<file path="config.mk">
export PLATFORM = sky130hd
export DESIGN_NAME = encoder_speed_flat
export DESIGN_NICKNAME = d
export VERILOG_FILES = /design/src/rtl/encoder_speed_if.sv /design/src/rtl/encoder_speed.sv /design/src/flat_wrapper.sv
export SDC_FILE = /design/constraint.sdc
export NUM_CORES = 1
export LEC_CHECK = 0
export CELL_PAD_IN_SITES_DETAIL_PLACEMENT = 1
export CELL_PAD_IN_SITES_GLOBAL_PLACEMENT = 1
export CORE_MARGIN = 3
export CORE_UTILIZATION = 49
export CTS_CLUSTER_DIAMETER = 30
export DETAILED_ROUTE_END_ITERATION = 16
export HOLD_SLACK_MARGIN = 0.06
export PLACE_DENSITY_LB_ADDON = 0.1
export SETUP_SLACK_MARGIN = 0.15
export SLEW_MARGIN = 20
export SYNTH_ARGS = -nofsm -noshare
export SYNTH_HDL_FRONTEND = slang
export SYNTH_SLANG_ARGS = --single-unit
</file>
<file path="constraint.sdc">
create_clock -name clk -period 7.1 [get_ports clk]
set_input_delay 1.775 -clock clk [delete_from_list [all_inputs] [get_ports clk]]
set_output_delay 1.775 -clock clk [all_outputs]
set_load 0.01 [all_outputs]
</file>
<file path="src/rtl/encoder_speed_if.sv">
// Period-in / speed-out bundle between the encoder period reader and the control/display logic.
interface encoder_speed_if #(
    parameter int PERIOD_W = 32,
    parameter int SPEED_W  = 16
);
    logic [PERIOD_W-1:0] period;
    logic                period_valid;
    logic [SPEED_W-1:0]  speed;
    logic                speed_valid;
    logic                busy;
    logic                stalled;
    logic                overrun;

    modport master (
        output period, period_valid,
        input  speed, speed_valid, busy, stalled, overrun
    );
    modport slave (
        input  period, period_valid,
        output speed, speed_valid, busy, stalled, overrun
    );
endinterface

</file>
<file path="src/rtl/encoder_speed.sv">
// Period-to-speed converter: speed = SCALE / period through a bit-serial restoring divider, with a
// one-deep pending buffer and a stall timeout. Macro ENC_SPEED_AVG_EN divides by a 4-sample average.
module encoder_speed #(
    parameter int PERIOD_W     = 32,
    parameter int SPEED_W      = 16,
    parameter int SCALE        = 50_000_000,
    parameter int STALL_CYCLES = 50_000_000
) (
    input  logic           clk,
    input  logic           reset,
    encoder_speed_if.slave bus
);
    localparam int CNT_W   = $clog2(PERIOD_W);
    localparam int STALL_W = $clog2(STALL_CYCLES + 1);
    localparam logic [CNT_W-1:0]    LAST_BIT  = CNT_W'(PERIOD_W - 1);
    localparam logic [STALL_W-1:0]  STALL_MAX = STALL_W'(STALL_CYCLES);
    localparam logic [STALL_W-1:0]  STALL_PRE = STALL_W'(STALL_CYCLES - 1);
    localparam logic [PERIOD_W-1:0] SCALE_V   = PERIOD_W'(SCALE);
    localparam logic [PERIOD_W-1:0] SPEED_MAX = PERIOD_W'({SPEED_W{1'b1}});

    typedef enum logic [1:0] {S_IDLE, S_DIV, S_DONE} state_t;

    state_t              state_q, state_d;
    logic [PERIOD_W-1:0] rem_q, rem_d;
    logic [PERIOD_W-1:0] dvd_q, dvd_d;
    logic [PERIOD_W-1:0] divisor_q, divisor_d;
    logic [CNT_W-1:0]    bit_cnt_q, bit_cnt_d;
    logic                pend_full_q, pend_full_d;
    logic [PERIOD_W-1:0] pend_q, pend_d;
    logic [SPEED_W-1:0]  speed_q, speed_d;
    logic                speed_valid_q, speed_valid_d;
    logic                busy_q, busy_d;
    logic                stalled_q, stalled_d;
    logic                overrun_q, overrun_d;
    logic [STALL_W-1:0]  stall_cnt_q, stall_cnt_d;

    logic [PERIOD_W-1:0] sample;
    logic [PERIOD_W-1:0] divisor_load;
    logic [PERIOD_W:0]   rem_shift;
    logic                q_bit;

    // A fresh strobe beats a buffered sample: the newest measurement is the one worth converting.
    assign sample = bus.period_valid ? bus.period : pend_q;

`ifdef ENC_SPEED_AVG_EN
    logic [PERIOD_W-1:0] win_q [4];
    logic [PERIOD_W-1:0] win_d [4];
    logic                win_fresh_q, win_fresh_d;
    logic                take_en;
    logic [PERIOD_W+1:0] win_sum;

    assign take_en = (state_q == S_IDLE) && (bus.period_valid || pend_full_q);

    for (genvar gi = 0; gi < 4; gi++) begin : g_win
        if (gi == 0) begin : g_head
            assign win_d[gi] = sample;
        end else begin : g_tail
            assign win_d[gi] = win_fresh_q ? sample : win_q[gi-1];
        end
    end

    assign win_sum = {2'b00, win_d[0]} + {2'b00, win_d[1]} + {2'b00, win_d[2]} + {2'b00, win_d[3]};
    assign divisor_load = PERIOD_W'(win_sum >> 2);
    // A stall is the only cycle where stalled rises; after it the window must be refilled from scratch.
    assign win_fresh_d = (stalled_d && !stalled_q) ? 1'b1 : (take_en ? 1'b0 : win_fresh_q);

    always_ff @(posedge clk) begin
        if (reset) begin
            win_fresh_q <= 1'b1;
            for (int i = 0; i < 4; i++) win_q[i] <= '0;
        end else begin
            win_fresh_q <= win_fresh_d;
            if (take_en) win_q <= win_d;
        end
    end
`else
    assign divisor_load = sample;
`endif

    always_comb begin
        state_d       = state_q;
        rem_d         = rem_q;
        dvd_d         = dvd_q;
        divisor_d     = divisor_q;
        bit_cnt_d     = bit_cnt_q;
        pend_full_d   = pend_full_q;
        pend_d        = pend_q;
        speed_d       = speed_q;
        speed_valid_d = 1'b0;
        stalled_d     = stalled_q;
        overrun_d     = overrun_q;
        stall_cnt_d   = stall_cnt_q;
        rem_shift     = {rem_q, dvd_q[PERIOD_W-1]};
        q_bit         = 1'b0;

        if (bus.period_valid) begin
            stall_cnt_d = '0;
            stalled_d   = 1'b0;
        end else if (stall_cnt_q != STALL_MAX) begin
            stall_cnt_d = stall_cnt_q + STALL_W'(1);
            if (stall_cnt_q == STALL_PRE) begin
                stalled_d     = 1'b1;
                speed_d       = '0;
                speed_valid_d = 1'b1;
            end
        end

        case (state_q)
            S_IDLE: begin
                if (bus.period_valid || pend_full_q) begin
                    pend_full_d = 1'b0;
                    // The buffered sample is discarded unserved, which counts as an overrun.
                    if (bus.period_valid && pend_full_q) overrun_d = 1'b1;
                    if (divisor_load == '0) begin
                        dvd_d   = '1;
                        state_d = S_DONE;
                    end else begin
                        rem_d     = '0;
                        dvd_d     = SCALE_V;
                        divisor_d = divisor_load;
                        bit_cnt_d = '0;
                        state_d   = S_DIV;
                    end
                end
            end
            S_DIV: begin
                q_bit = (rem_shift >= {1'b0, divisor_q});
                rem_d = q_bit ? (rem_shift[PERIOD_W-1:0] - divisor_q) : rem_shift[PERIOD_W-1:0];
                dvd_d = {dvd_q[PERIOD_W-2:0], q_bit};
                if (bit_cnt_q == LAST_BIT) state_d = S_DONE;
                else bit_cnt_d = bit_cnt_q + CNT_W'(1);
            end
            S_DONE: begin
                speed_d       = (dvd_q > SPEED_MAX) ? '1 : dvd_q[SPEED_W-1:0];
                speed_valid_d = 1'b1;
                state_d       = S_IDLE;
            end
            default: state_d = S_IDLE;
        endcase

        if (state_q != S_IDLE && bus.period_valid) begin
            if (pend_full_q) overrun_d = 1'b1;
            pend_full_d = 1'b1;
            pend_d      = bus.period;
        end

        busy_d = (state_d != S_IDLE);
    end

    always_ff @(posedge clk) begin
        if (reset) begin
            state_q       <= S_IDLE;
            rem_q         <= '0;
            dvd_q         <= '0;
            divisor_q     <= '0;
            bit_cnt_q     <= '0;
            pend_full_q   <= 1'b0;
            pend_q        <= '0;
            speed_q       <= '0;
            speed_valid_q <= 1'b0;
            busy_q        <= 1'b0;
            stalled_q     <= 1'b0;
            overrun_q     <= 1'b0;
            stall_cnt_q   <= '0;
        end else begin
            state_q       <= state_d;
            rem_q         <= rem_d;
            dvd_q         <= dvd_d;
            divisor_q     <= divisor_d;
            bit_cnt_q     <= bit_cnt_d;
            pend_full_q   <= pend_full_d;
            pend_q        <= pend_d;
            speed_q       <= speed_d;
            speed_valid_q <= speed_valid_d;
            busy_q        <= busy_d;
            stalled_q     <= stalled_d;
            overrun_q     <= overrun_d;
            stall_cnt_q   <= stall_cnt_d;
        end
    end

    assign bus.speed       = speed_q;
    assign bus.speed_valid = speed_valid_q;
    assign bus.busy        = busy_q;
    assign bus.stalled     = stalled_q;
    assign bus.overrun     = overrun_q;
endmodule

</file>
<file path="src/flat_wrapper.sv">
// flat-port wrapper written by rule: the top's interface ports become plain ports
module encoder_speed_flat 
#(
    parameter int PERIOD_W     = 32,
    parameter int SPEED_W      = 16,
    parameter int SCALE        = 50_000_000,
    parameter int STALL_CYCLES = 50_000_000
)
  (clk, reset, bus_period, bus_period_valid, bus_speed, bus_speed_valid, bus_busy, bus_stalled, bus_overrun);
  encoder_speed_if #(.PERIOD_W(PERIOD_W), .SPEED_W(SPEED_W)) bus_i ();
  input  logic clk;
  input  logic reset;
  input wire logic [$bits(bus_i.period)-1:0] bus_period;
  input wire logic [$bits(bus_i.period_valid)-1:0] bus_period_valid;
  output wire logic [$bits(bus_i.speed)-1:0] bus_speed;
  output wire logic [$bits(bus_i.speed_valid)-1:0] bus_speed_valid;
  output wire logic [$bits(bus_i.busy)-1:0] bus_busy;
  output wire logic [$bits(bus_i.stalled)-1:0] bus_stalled;
  output wire logic [$bits(bus_i.overrun)-1:0] bus_overrun;
  assign bus_i.period = bus_period;
  assign bus_i.period_valid = bus_period_valid;
  assign bus_speed = bus_i.speed;
  assign bus_speed_valid = bus_i.speed_valid;
  assign bus_busy = bus_i.busy;
  assign bus_stalled = bus_i.stalled;
  assign bus_overrun = bus_i.overrun;
  encoder_speed #(.PERIOD_W(PERIOD_W), .SPEED_W(SPEED_W), .SCALE(SCALE), .STALL_CYCLES(STALL_CYCLES)) u_core (.clk(clk), .reset(reset), .bus(bus_i));
endmodule
</file>
; Yosys cells after proc, flatten, opt, wreduce, memory -nomap -nowiden
; Cells that the tools add are included.
[word_totals]
in_bits = 35
output_inout_bits = 20
ff_bits = 182
word_cells = 81
[classes]
reduce_logical = 20
eq_ne = 9
n_addsub = 3
magnitude_cmp = 2
bitwise = 1
n_mux = 33
[op_table]
columns = cell, count
row1 = $mux 32, 6
row2 = $pmux 32 s2, 2
row3 = $mux 16, 5
row4 = $ge 33x32->1, 1
row5 = $gt 32x16->1 const B, 1
row6 = $logic_not 32->1, 1
row7 = $sub 32x32->32, 1
row8 = $add 26x1->26 const B, 1
row9 = $eq 26x26->1 const B, 1
row10 = $ne 26x26->1 const B, 1
row11 = $mux 5, 3
row12 = $reduce_bool 2->1, 7
row13 = $mux 1, 12
row14 = $pmux 5 s2, 1
row15 = $reduce_and 3->1, 3
row16 = $mux 2, 3
row17 = $reduce_and 2->1, 3
row18 = $add 5x1->5 const B, 1
row19 = $eq 5x5->1 const B, 1
row20 = $ne 2x1->1 const B, 2
row21 = $ne 2x2->1 const B, 2
row22 = $pmux 2 s2, 1
row23 = $reduce_and 4->1, 1
row24 = $eq 2x1->1 const B, 1
row25 = other kinds (6), 7

; Depth between registers and ports, before layout
[logic_depth]
depth_word = 6
mapped_depth = 13
ltp_nobuf = 11

; Worst setup path before layout
; No wires, ideal clock.
[synth_timing]
path_kind = input to register
startpoint = in bus_period[24]
endpoint = reg u_core.bit_cnt_q[1]
setup_ns = 0.065
n_path_buf = 2
stages = 10
path_slack_ns = 3.903
arrival_ns = 3.132
required_ns = 7.035
cell_sequence = nor4_1 > nand4_1 > nor2_1 > a21oi_1 > and3_1 > clkbuf_1 > clkbuf_1 > nor3b_1 > a21oi_1 > nor2_1
[synth_between]
elab_chain_len = 4
[synth_lines]
columns = element, line
row1 = "start, declared", flat_wrapper.sv:13  ; input wire logic [$bits(bus_i.period)-1:0] bus_period;
row2 = $mux 32, encoder_speed.sv:43  ; assign sample = bus.period_valid ? bus.period : pend_q;
row3 = $logic_not 32->1, encoder_speed.sv:114  ; if (divisor_load == '0) begin
row4 = $ne 2x2->1 (no source line), -
row5 = $reduce_and 4->1 (no source line), -
row6 = "end signal, assigned", encoder_speed.sv:170  ; bit_cnt_q <= bit_cnt_d;
row7 = "end, declared", encoder_speed.sv:27  ; logic [CNT_W-1:0] bit_cnt_q, bit_cnt_d;
; Every way passes these cells.
; A chain may end at the register's enable or synchronous reset.

; Worst setup path after layout
[layout_timing]
startpoint = in bus_period[16]
endpoint = reg u_core.state_q[1]
[layout_between]
elab_chain_len = 5
[layout_lines]
columns = element, line
row1 = $mux 32, encoder_speed.sv:43
row2 = $logic_not 32->1, encoder_speed.sv:114
row3 = $mux 2, encoder_speed.sv:114
row4 = $mux 2, encoder_speed.sv:110  ; if (bus.period_valid || pend_full_q) begin
row5 = $pmux 2 s2, encoder_speed.sv:108  ; case (state_q)
row6 = "end signal, assigned", encoder_speed.sv:166  ; state_q <= state_d;
row7 = "end, declared", encoder_speed.sv:23  ; state_t state_q, state_d;
; Every way passes these cells.

==> metrics.md <==
| Metric | Value |
|---|---|
| CP startpoint | bus_period[16] |
| CTS tree | built |
| Post-DP Area | 0.00993 mm² |
| Hold Path Class | reg2reg |
| Initial antenna violation count | 0 |
| CP Class | in2reg |
| Number of global-route vias before repair | 8556 |
| Final nets | 1229 |
| Row count | 49 |
| Routability cong. | 0.893 |
| Hold_buf cts | 0 |
| Slew Limit Fails | 0 |
| DR vias/cell | 5.92 |
| Cts bufs inserted | 17 |
| Die X | 144 µm |
| VDD IR max | 0.000191 V |
| Post-synth top flop | dfxtp_1 |
| Diodes inserted | 0 |
| Critical path, cell by cell | clkdlybuf4s50_1, nor4_1, nand4_1, nor2_1, a21oi_1, nand3b_1, a211oi_1 |
| Max-slew headroom | 31.7% |
| Flops & latches, synth | 182 |
| Period Utilization, post-route | 58.9% |
| Clk_lat worst skew | 440 ps |
| Hold_ws | 455 ps |
| Slowest CP cell | nand3b_1 |
| Drt pass-1 iters | 5 |
| Post-DP HPWL | 17.6 mm |
| Remaining antenna violation count after routing | 0 |
| Reg2reg setup slack | 3760 ps |
| Reg-to-Reg Start | u_core.divisor_q[26] |
| Minimum clock period | 4180 ps |
| Setup TNS Final | 0 ps |
| Synth Instances | 1144 |
| Starting Density | 50.8% |
| Status | completed |
| Skew final | 14.5 ps |
| Clk buf depth | 2 |
| Leak | 3.97 nW |
| Via Count | 8287 |
| Area growth syn-to-layout | 13.2% |
| Slowest cell delay on critical path | 750 ps |
| Worst-Margin Slew | 1020 ps |
| RSZ-0062 raised after global routing | no |
| Syn Area/Cell | 8.14 µm² |
| Post-CTS Repair Setup Buffers | 0 |
| Reg2Reg Depth | 10 |
| Ys Warns | 0 |
| Setup-failing EPs final | 0 |
| Share of cells above drive strength 1 | 5.56% |
| Root buf cell | clkbuf_16 |
| Post-synth EDFFs | 0 |
| Max-cap violations | 0 |
| Drt wl/cell | 18.3 µm |
| Unique cell type count in the Yosys netlist | 66 |
| I/O Buffers | 54 |
| Post-Route WL | 25.6 mm |
| Die Height | 144 µm |
| RR Endpoint | u_core.rem_q[4] |
| IO Count | 55 |
| Full die area | 0.0207 mm² |
| Netlist Area Pre-Place | 0.00931 mm² |
| Core area | 0.0183 mm² |
| CTS clk-pin slew, worst paths | 80 ps |
| CP Launch Type | input pin |
| Post-cts resize count | 0 |
| Critical Path End Type | flop |
| Crit-path max FO | 21 |
| Clock tree sinks | 182 |
| Largest net degree at the start of global routing | 92 |
| Grt ovf | 0 |
| Post-synth ARST share | 0% |
| First-pass GRT wire length | 42.9 mm |
| CP arrival | 4520 ps |
| All-layer global routing usage | 25.4% |
| DRC viols | 0 |
| Initial DRC count | 383 |
| Final Hold Violating Endpoints | 0 |
| Cell area after layout | 0.0105 mm² |
| Max Clk Rate | 239 MHz |
| # H-tree levels | 4 |
| Cell Pwr Density | 284 mW/mm² |
| Register area share after synthesis | 39.1% |
| Fillers | 2236 |
| CP required | 7440 ps |
| CP endpoint | u_core.state_q[1] |
| Mapped Nets | 1216 |
[cells in the mapped netlist, drive strengths merged, types with 7 or more instances]
library cell  number  area share [%]
dfxtp            182              39
nand2            143             5.9
a21oi            121             6.5
nor2             113             4.6
o21ai             65             3.6
clkbuf            55             2.2
mux2i             51             5.5
inv               46             1.9
a211oi            39             3.2
ha                36             4.8
nor3              30             1.6
nor4              26             1.7
xor2              25             2.4
xnor2             23             2.2
nand3             21             1.1
a22oi             20             1.6
nand4             20             1.4
buf               14            0.89
a21o              13             1.0
and3               9            0.60
nand2b             9            0.60
o21a               8            0.65
a32oi              7            0.66
[placed cells by master, fill, tap and decap left out, types with 9 or more instances in the layout]
cell / netlist / layout
xor2_1: 25 / 25
nor2_1: 112 / 112
a22oi_1: 20 / 20
nand4_1: 19 / 19
a21o_1: 13 / 13
dfxtp_1: 182 / 182
a211oi_1: 38 / 38
inv_1: 46 / 46
buf_4: 2 / 9
o21ai_0: 54 / 54
clkdlybuf4s50_1: 0 / 52
a21oi_1: 120 / 120
xnor2_1: 23 / 23
nand2b_1: 9 / 9
ha_1: 36 / 36
nor4_1: 26 / 26
nand3_1: 21 / 21
nand2_1: 141 / 141
mux2i_1: 51 / 51
clkbuf_16: 0 / 17
nor3_1: 30 / 30
[through the flow]
| step | power (W) | std cells | util, % | setup WS, ps |
|---|---|---|---|---|
| 2_1_floorplan | 0.00183 | 1144 | - | 3900 |
| 3_3_place_gp | 0.00202 | 1366 | 54.1 | 2520 |
| 3_5_place_dp | 0.00205 | 1367 | 54.2 | 2520 |
| 4_1_cts | 0.00301 | 1399 | 57.5 | 2900 |
| 5_1_grt | 0.00316 | 1399 | 57.5 | 2830 |
| 6_report | 0.00300 | 1399 | 57.5 | 2920 |
[critical path, delay by kind of cell]
family	cells	cell delay (ps)
buffers and inverters	1	490
AO/OA/AOI/OAI	2	560
AND/OR/NAND/NOR	4	1670
[worst min-delay path by stage]
stage                                     from                   end  cells past startpoint
after detailed placement  u_core.bus.speed[12]  u_core.bus.speed[12]                      2
after global placement      u_core.bus.stalled    u_core.bus.stalled                      2
after CTS                   u_core.bus.stalled    u_core.bus.stalled                      2
after global routing       u_core.bus.speed[2]   u_core.bus.speed[2]                      2
after floorplan                u_core.rem_q[2]       u_core.rem_q[2]                      2
final                     u_core.bus.speed[12]  u_core.bus.speed[12]                      2
[metal layers]
layer | vias to the layer above | GRT usage, % | share of wire, %
met5 | - | 0 | 0
met4 | 0 | 6.89 | 1.3
met3 | 30 | 4.53 | 3.3
met2 | 129 | 44.4 | 50
met1 | 4041 | 32.4 | 46
li1 | 4087 | - | -
[report_power, final]
group,internal [W],leakage (nW),total (W),switching [W]
clock,0.000477,0.292,0.000951,0.000475
sequential,0.00110,1.48,0.00117,0.0000639
combinational,0.000335,2.19,0.000877,0.000541
total,0.00192,3.97,0.00300,0.00108
[sequential cells by signal (all words and copies together) (netlist names), 2 cells and up]
| register | count |
|---|---|
| u_core.divisor_q | 32 |
| u_core.dvd_q | 32 |
| u_core.pend_q | 32 |
| u_core.rem_q | 32 |
| u_core.stall_cnt_q | 26 |
| u_core.bus.speed | 16 |
| u_core.bit_cnt_q | 5 |
| u_core.state_q | 2 |
[cell type report]
class | count | area (µm²) | share of cell area [%]
Clock buffer | 17 | 425 | 4.04
Clock inverter | 15 | 184 | 1.75
Inverter | 46 | 173 | 1.64
Timing Repair Buffer | 63 | 613 | 5.82
Multi-Input combinational cell | 847 | 5210 | 49.5
Sequential cell | 182 | 3640 | 34.6
Tap cell | 229 | 287 | 2.72
[cells by family after synthesis]
kind of cell               synth area share (%)
xor gates and xnor gates                   4.52
and+or+nand+nor                            20.1
DFF                                        39.1
buffers and inverters                      4.96
muxes                                      5.48
adders and majority gates                  5.05
AOI/OAI and AO/OA                          20.7
Note: power is estimated with default switching activity, not from simulation.
==> patch 1: new RTL, same flow settings <==
Add a define of `ENC_SPEED_AVG_EN`.
--- a/src/rtl/encoder_speed.sv
+++ b/src/rtl/encoder_speed.sv
@@ -2,2 +2,4 @@
 // one-deep pending buffer and a stall timeout. Macro ENC_SPEED_AVG_EN divides by a 4-sample average.
+`define ENC_SPEED_AVG_EN
+
 module encoder_speed #(
Function: no difference found for any inputs over 4 cycles, from zero or initial values and one cycle with reset high; that may be too few to reach the edited logic, so the function may still have changed.
==> patch 1 against the original RTL <==
The run now fails in 4_1_cts. Synthesized cell count rose by 100%. Synthesized area rose by 93%.
==> patch 1: results (changes against the original RTL) <==
Logic synthesis
  • Share of the yosys chip area belonging to registers: 31.0% (-8.1 points)
  • Synth unique cells: 74 (+12%)
  • Synthesized Nets: 2477 (+100%)
  • Synth Warn #: 0 (unchanged)
  • Area share of the largest cell type after synthesis: 31.0% (-8.1 points)
  • Cell type with the highest aggregate area in the netlist: sky130_fd_sc_hd__dfxtp_1
  • Top cells by count, synth: sky130_fd_sc_hd__dfxtp_1 (279), sky130_fd_sc_hd__nor2_1 (248), sky130_fd_sc_hd__nand2_1 (224), sky130_fd_sc_hd__a21oi_1 (222), sky130_fd_sc_hd__inv_1 (152)
  • Syn Inst Count: 2308 (+100%)
  • Post-synthesis register bit count: 279 (+53%)
  • Proportion of synthesized flip-flops having asynchronous set or reset: 0% (unchanged)
  • Cells taking the most area after synthesis: sky130_fd_sc_hd__dfxtp_1 (31%), sky130_fd_sc_hd__ha_1 (6.9%), sky130_fd_sc_hd__a21oi_1 (6.2%)

Floorplan
  • Number of rows created at floorplan: 69 (+41%)

Outcome
  • Stage reached: 4_1_cts
  • First error in the log: [ERROR DPL-0033] detailed placement checks failed during check placement.
  • Outcome: did not finish

Placement
  • I/O Buffers: 54 (unchanged)
  • Final weighted congestion of routability-driven global placement: 0.890 (-0.35%)
  • HPWL after detailed placement: 44.9 mm (+160%)
  • Cell total after placement: 3053 (+120%)
  • Post-placement cell area: 0.0216 sq mm (+120%)

Clock network
  • Buffers from clock root to sink, at most: 3 (+1)
  • CTS resizes: 234 (+234)
  • Number of buffers inserted by post-CTS setup repair: 97 (+97)
  • Total clock buffers created by CTS: 76 (+59)
  • CTS HTree Levels: 3 (-1)
  • Clk root buf: sky130_fd_sc_hd__clkbuf_16
==> patch 1: cell types whose count changed after synthesis, moves of 60 or more <==
cell	change
sky130_fd_sc_hd__a21oi_1	+102
sky130_fd_sc_hd__o21a_1	+60
sky130_fd_sc_hd__ha_1	+64
sky130_fd_sc_hd__nand2_1	+83
sky130_fd_sc_hd__inv_1	+106
sky130_fd_sc_hd__nor2_1	+136
sky130_fd_sc_hd__dfxtp_1	+97
==> patch 1: kinds of logic after synthesis <==
group                      after synthesis  share of synthesized area, %
AOI/OAI and AO/OA                      679                          24.0
and+or+nand+nor                        758                          19.3
xor gates and xnor gates                93                          4.52
adders and majority gates              134                          10.7
muxes                                   78                          4.38
buffers and inverters                  287                          6.06
DFF                                    279                          31.0
==> patch 1: through the flow <==
| step | TNS [ns] | setup slack (ns) |
|---|---|---|
| floorplan | -54.41 | -0.902 |
| global placement | -128.82 | -1.61 |
| detailed placement | -157.72 | -1.92 |
==> patch 2: new RTL, same settings <==
Made on the original files. The 3 states of `state_t` get a one-hot encoding in 3 bits.
--- a/src/rtl/encoder_speed.sv
+++ b/src/rtl/encoder_speed.sv
@@ -20,3 +20,3 @@
 
-    typedef enum logic [1:0] {S_IDLE, S_DIV, S_DONE} state_t;
+    typedef enum logic [2:0] {S_IDLE = 3'b001, S_DIV = 3'b010, S_DONE = 3'b100} state_t;
 
Check against the original RTL: no difference found for any inputs over 4 cycles, from zero or initial values and one cycle with reset high; so few cycles prove little.
==> patch 2 against the original RTL <==
Global-route usage shrank 0.93 points. First-iteration DRC count fell by 3.7%. Count of clock-buffer cells in the layout did not move. Non-clock buffer count grew 2. Worst setup slack got worse by 0.099 ns. Routed wire length shrank 4.3%. Maximum frequency down 2.3%. Die area fell by 1.8%. Design area decreased by 1.3%. Synthesized area down 1.9%. Power shrank 9.0%. Sequential cell count up 1. Highest routed layer unchanged.
==> patch 2: results (changes against the original RTL) <==
Outcome
  • Outcome: complete, no violations

Detailed routing
  • Initial drt markers: 369 (-3.7%)
  • Mean routed wirelength per cell: 17.8 microns (-3.0%)
  • Detailed-routing iteration count for the pre-antenna-repair pass: 5 (unchanged)
  • Vias after detailed routing: 8056 (-2.8%)

Clock network
  • CTS HTree Levels: 4 (unchanged)
  • Clk root buf: sky130_fd_sc_hd__clkbuf_16
  • Clock-pin slew of the registers on the worst-case setup and hold paths: around 0.070 ns
  • Number of buffers inserted by post-CTS setup repair: 0 (unchanged)
  • Buffers from clock root to sink, at most: 2 (unchanged)
  • Total clock buffers created by CTS: 17 (unchanged)
  • CTS resizes: 0 (unchanged)
  • Source-to-sink clock delay at the later pin of the worst-skew pair: 0.44 ns (about the same)

Timing
  • Worst hold slack: 0.451 ns (-0.00391 ns)
  • Max-Slew Margin vs Limit: 29.8% (-1.9 points)
  • Post-Route Skew: 0.0109 ns (-0.00362 ns)

Placement
  • Final weighted congestion of routability-driven global placement: 0.810 (-9.4%)
  • I/O Buffers: 54 (unchanged)
  • HPWL after detailed placement: 16.7 mm (-5.2%)

Critical path
  • Maximum fanout along the worst path: 21 (unchanged)
  • Reg2Reg Setup Slack: 3.49 ns (-0.27 ns)
  • Arr. time, crit path: 4.63 ns (+0.11 ns)
  • Number of cells traversed by the worst register-to-register path: 11 (+1)
  • Max incr delay on CP: 0.86 ns (+0.11 ns)
  • Master of the slowest instance on the critical path: sky130_fd_sc_hd__or4_1

Global route
  • Maximum number of pins on one net before global-route repair: 90 (-2.2%)
  • GRT Resource Usage Total: 24.5% (-0.93 points)
  • Number of global-route vias before repair: 8083 (-5.5%)
  • Global-route wire length before repair: 40.5 mm (-5.5%)
  • Initial antenna violation count: 0 (unchanged)

Hold path
  • Hold-critical path depth: 2 (unchanged)
  • Hold WC Path Type: reg2reg

Cells and area
  • # diodes: 0 (unchanged)
  • Total number of nets in the final design: 1210 (-1.5%)
  • Layout cells sized above 1: 5.56% (about the same)
  • # fillers: 2174 (-2.8%)

Logic synthesis
  • Cells taking the most area after synthesis: sky130_fd_sc_hd__dfxtp_1 (40%), sky130_fd_sc_hd__nand2_1 (5.7%), sky130_fd_sc_hd__a21oi_1 (5.6%)
  • Synth Warn #: 0 (unchanged)
  • Top cells by count, synth: sky130_fd_sc_hd__dfxtp_1 (183), sky130_fd_sc_hd__nand2_1 (139), sky130_fd_sc_hd__nor2_1 (131), sky130_fd_sc_hd__a21oi_1 (103), sky130_fd_sc_hd__o21ai_0 (54)
  • Post-synth top flop: sky130_fd_sc_hd__dfxtp_1
  • Proportion of synthesized flip-flops having asynchronous set or reset: 0% (unchanged)
  • Synth unique cells: 62 (-6.1%)
  • Share of the yosys chip area belonging to registers: 40.1% (+0.96 points)

Power
  • Static leakage: 3.99 nW (+0.61%)
  • Maximum ir drop on the vdd rail: 0.212 mV (+11%)
==> patch 2: cell types whose count changed in the layout (fill, tap and decap cells not counted), sizes merged, moves of 5 or more <==
cell	change
a32oi	+5
a31oi	+7
a21oi	-17
nor2	+18
o21ai	+6
mux2i	-13
==> patch 2: path summary, 6_finish.rpt <==
check                                                 startpoint                               end
worst max-delay path                               bus_period[0]     u_core.dvd_q[31]$_SDFFE_PP0P_
worst min-delay path            u_core.bus.speed[8]$_SDFFE_PP0P_  u_core.bus.speed[8]$_SDFFE_PP0P_
worst max register to register  u_core.divisor_q[1]$_SDFFE_PP0P_     u_core.rem_q[29]$_SDFFE_PP0P_
worst min register to register  u_core.bus.speed[8]$_SDFFE_PP0P_  u_core.bus.speed[8]$_SDFFE_PP0P_
==> patch 2: stage by stage <==
step                instances  cell area [sq um]  setup slack (ns)
finish                   1380              10400              2.82
CTS                      1380              10400              2.84
global route             1380              10400              2.63
detailed placement       1348               9770              2.52
global placement         1348               9770              2.57
floorplan                1120               9140              3.73
==> patch 2: critical path: cells and delay by family <==
kind / cells / cell delay [ns]
buffers and inverters: 1 / 0.49
AOI/OAI and AO/OA: 1 / 0.27
and+or+nand+nor: 5 / 2.09
==> patch 2: metal layers <==
metal  GRT usage, %  share of wire, %  vias up  wire [microns]
li1               -                 -     3995               -
met1           31.9                46     3897           11400
met5              0                 0        -               0
met3           4.07               3.2       33             795
met4           6.45               1.3        0             327
met2           42.3                49      131           12000
==> patch 2: area by class of cell <==
cell class / instances / area (sq um) / area share (%)
flip-flops and latches: 183 / 3660 / 35.2
repair buffers: 65 / 616 / 5.92
clock buffers: 17 / 425 / 4.09
multi-input cells: 828 / 5040 / 48.5
inverters: 43 / 161 / 1.55
clock inverters: 15 / 208 / 2.00
well taps: 229 / 287 / 2.75
==> patch 2: where the power goes <==
group | internal [mW] | switching (mW) | total [mW] | leakage [nW]
Combinational | 0.217 | 0.359 | 0.576 | 2.19
Clock | 0.542 | 0.463 | 1.01 | 0.310
Sequential | 1.10 | 0.0479 | 1.14 | 1.49
==> patch 2: kinds of logic (layout without fill, tap and decap cells) <==
group                    after synthesis  count (layout)  synth area share, %
adder cells (fa/ha/maj)               37              37                 5.15
flip-flops                           183             183                 40.1
XOR/XNOR                              51              51                 4.89
multiplexers                          40              40                 4.41
buffers and inverters                109             140                 4.88
AO/OA/AOI/OAI                        295             295                 20.3
AND/OR/NAND/NOR                      405             405                 20.3
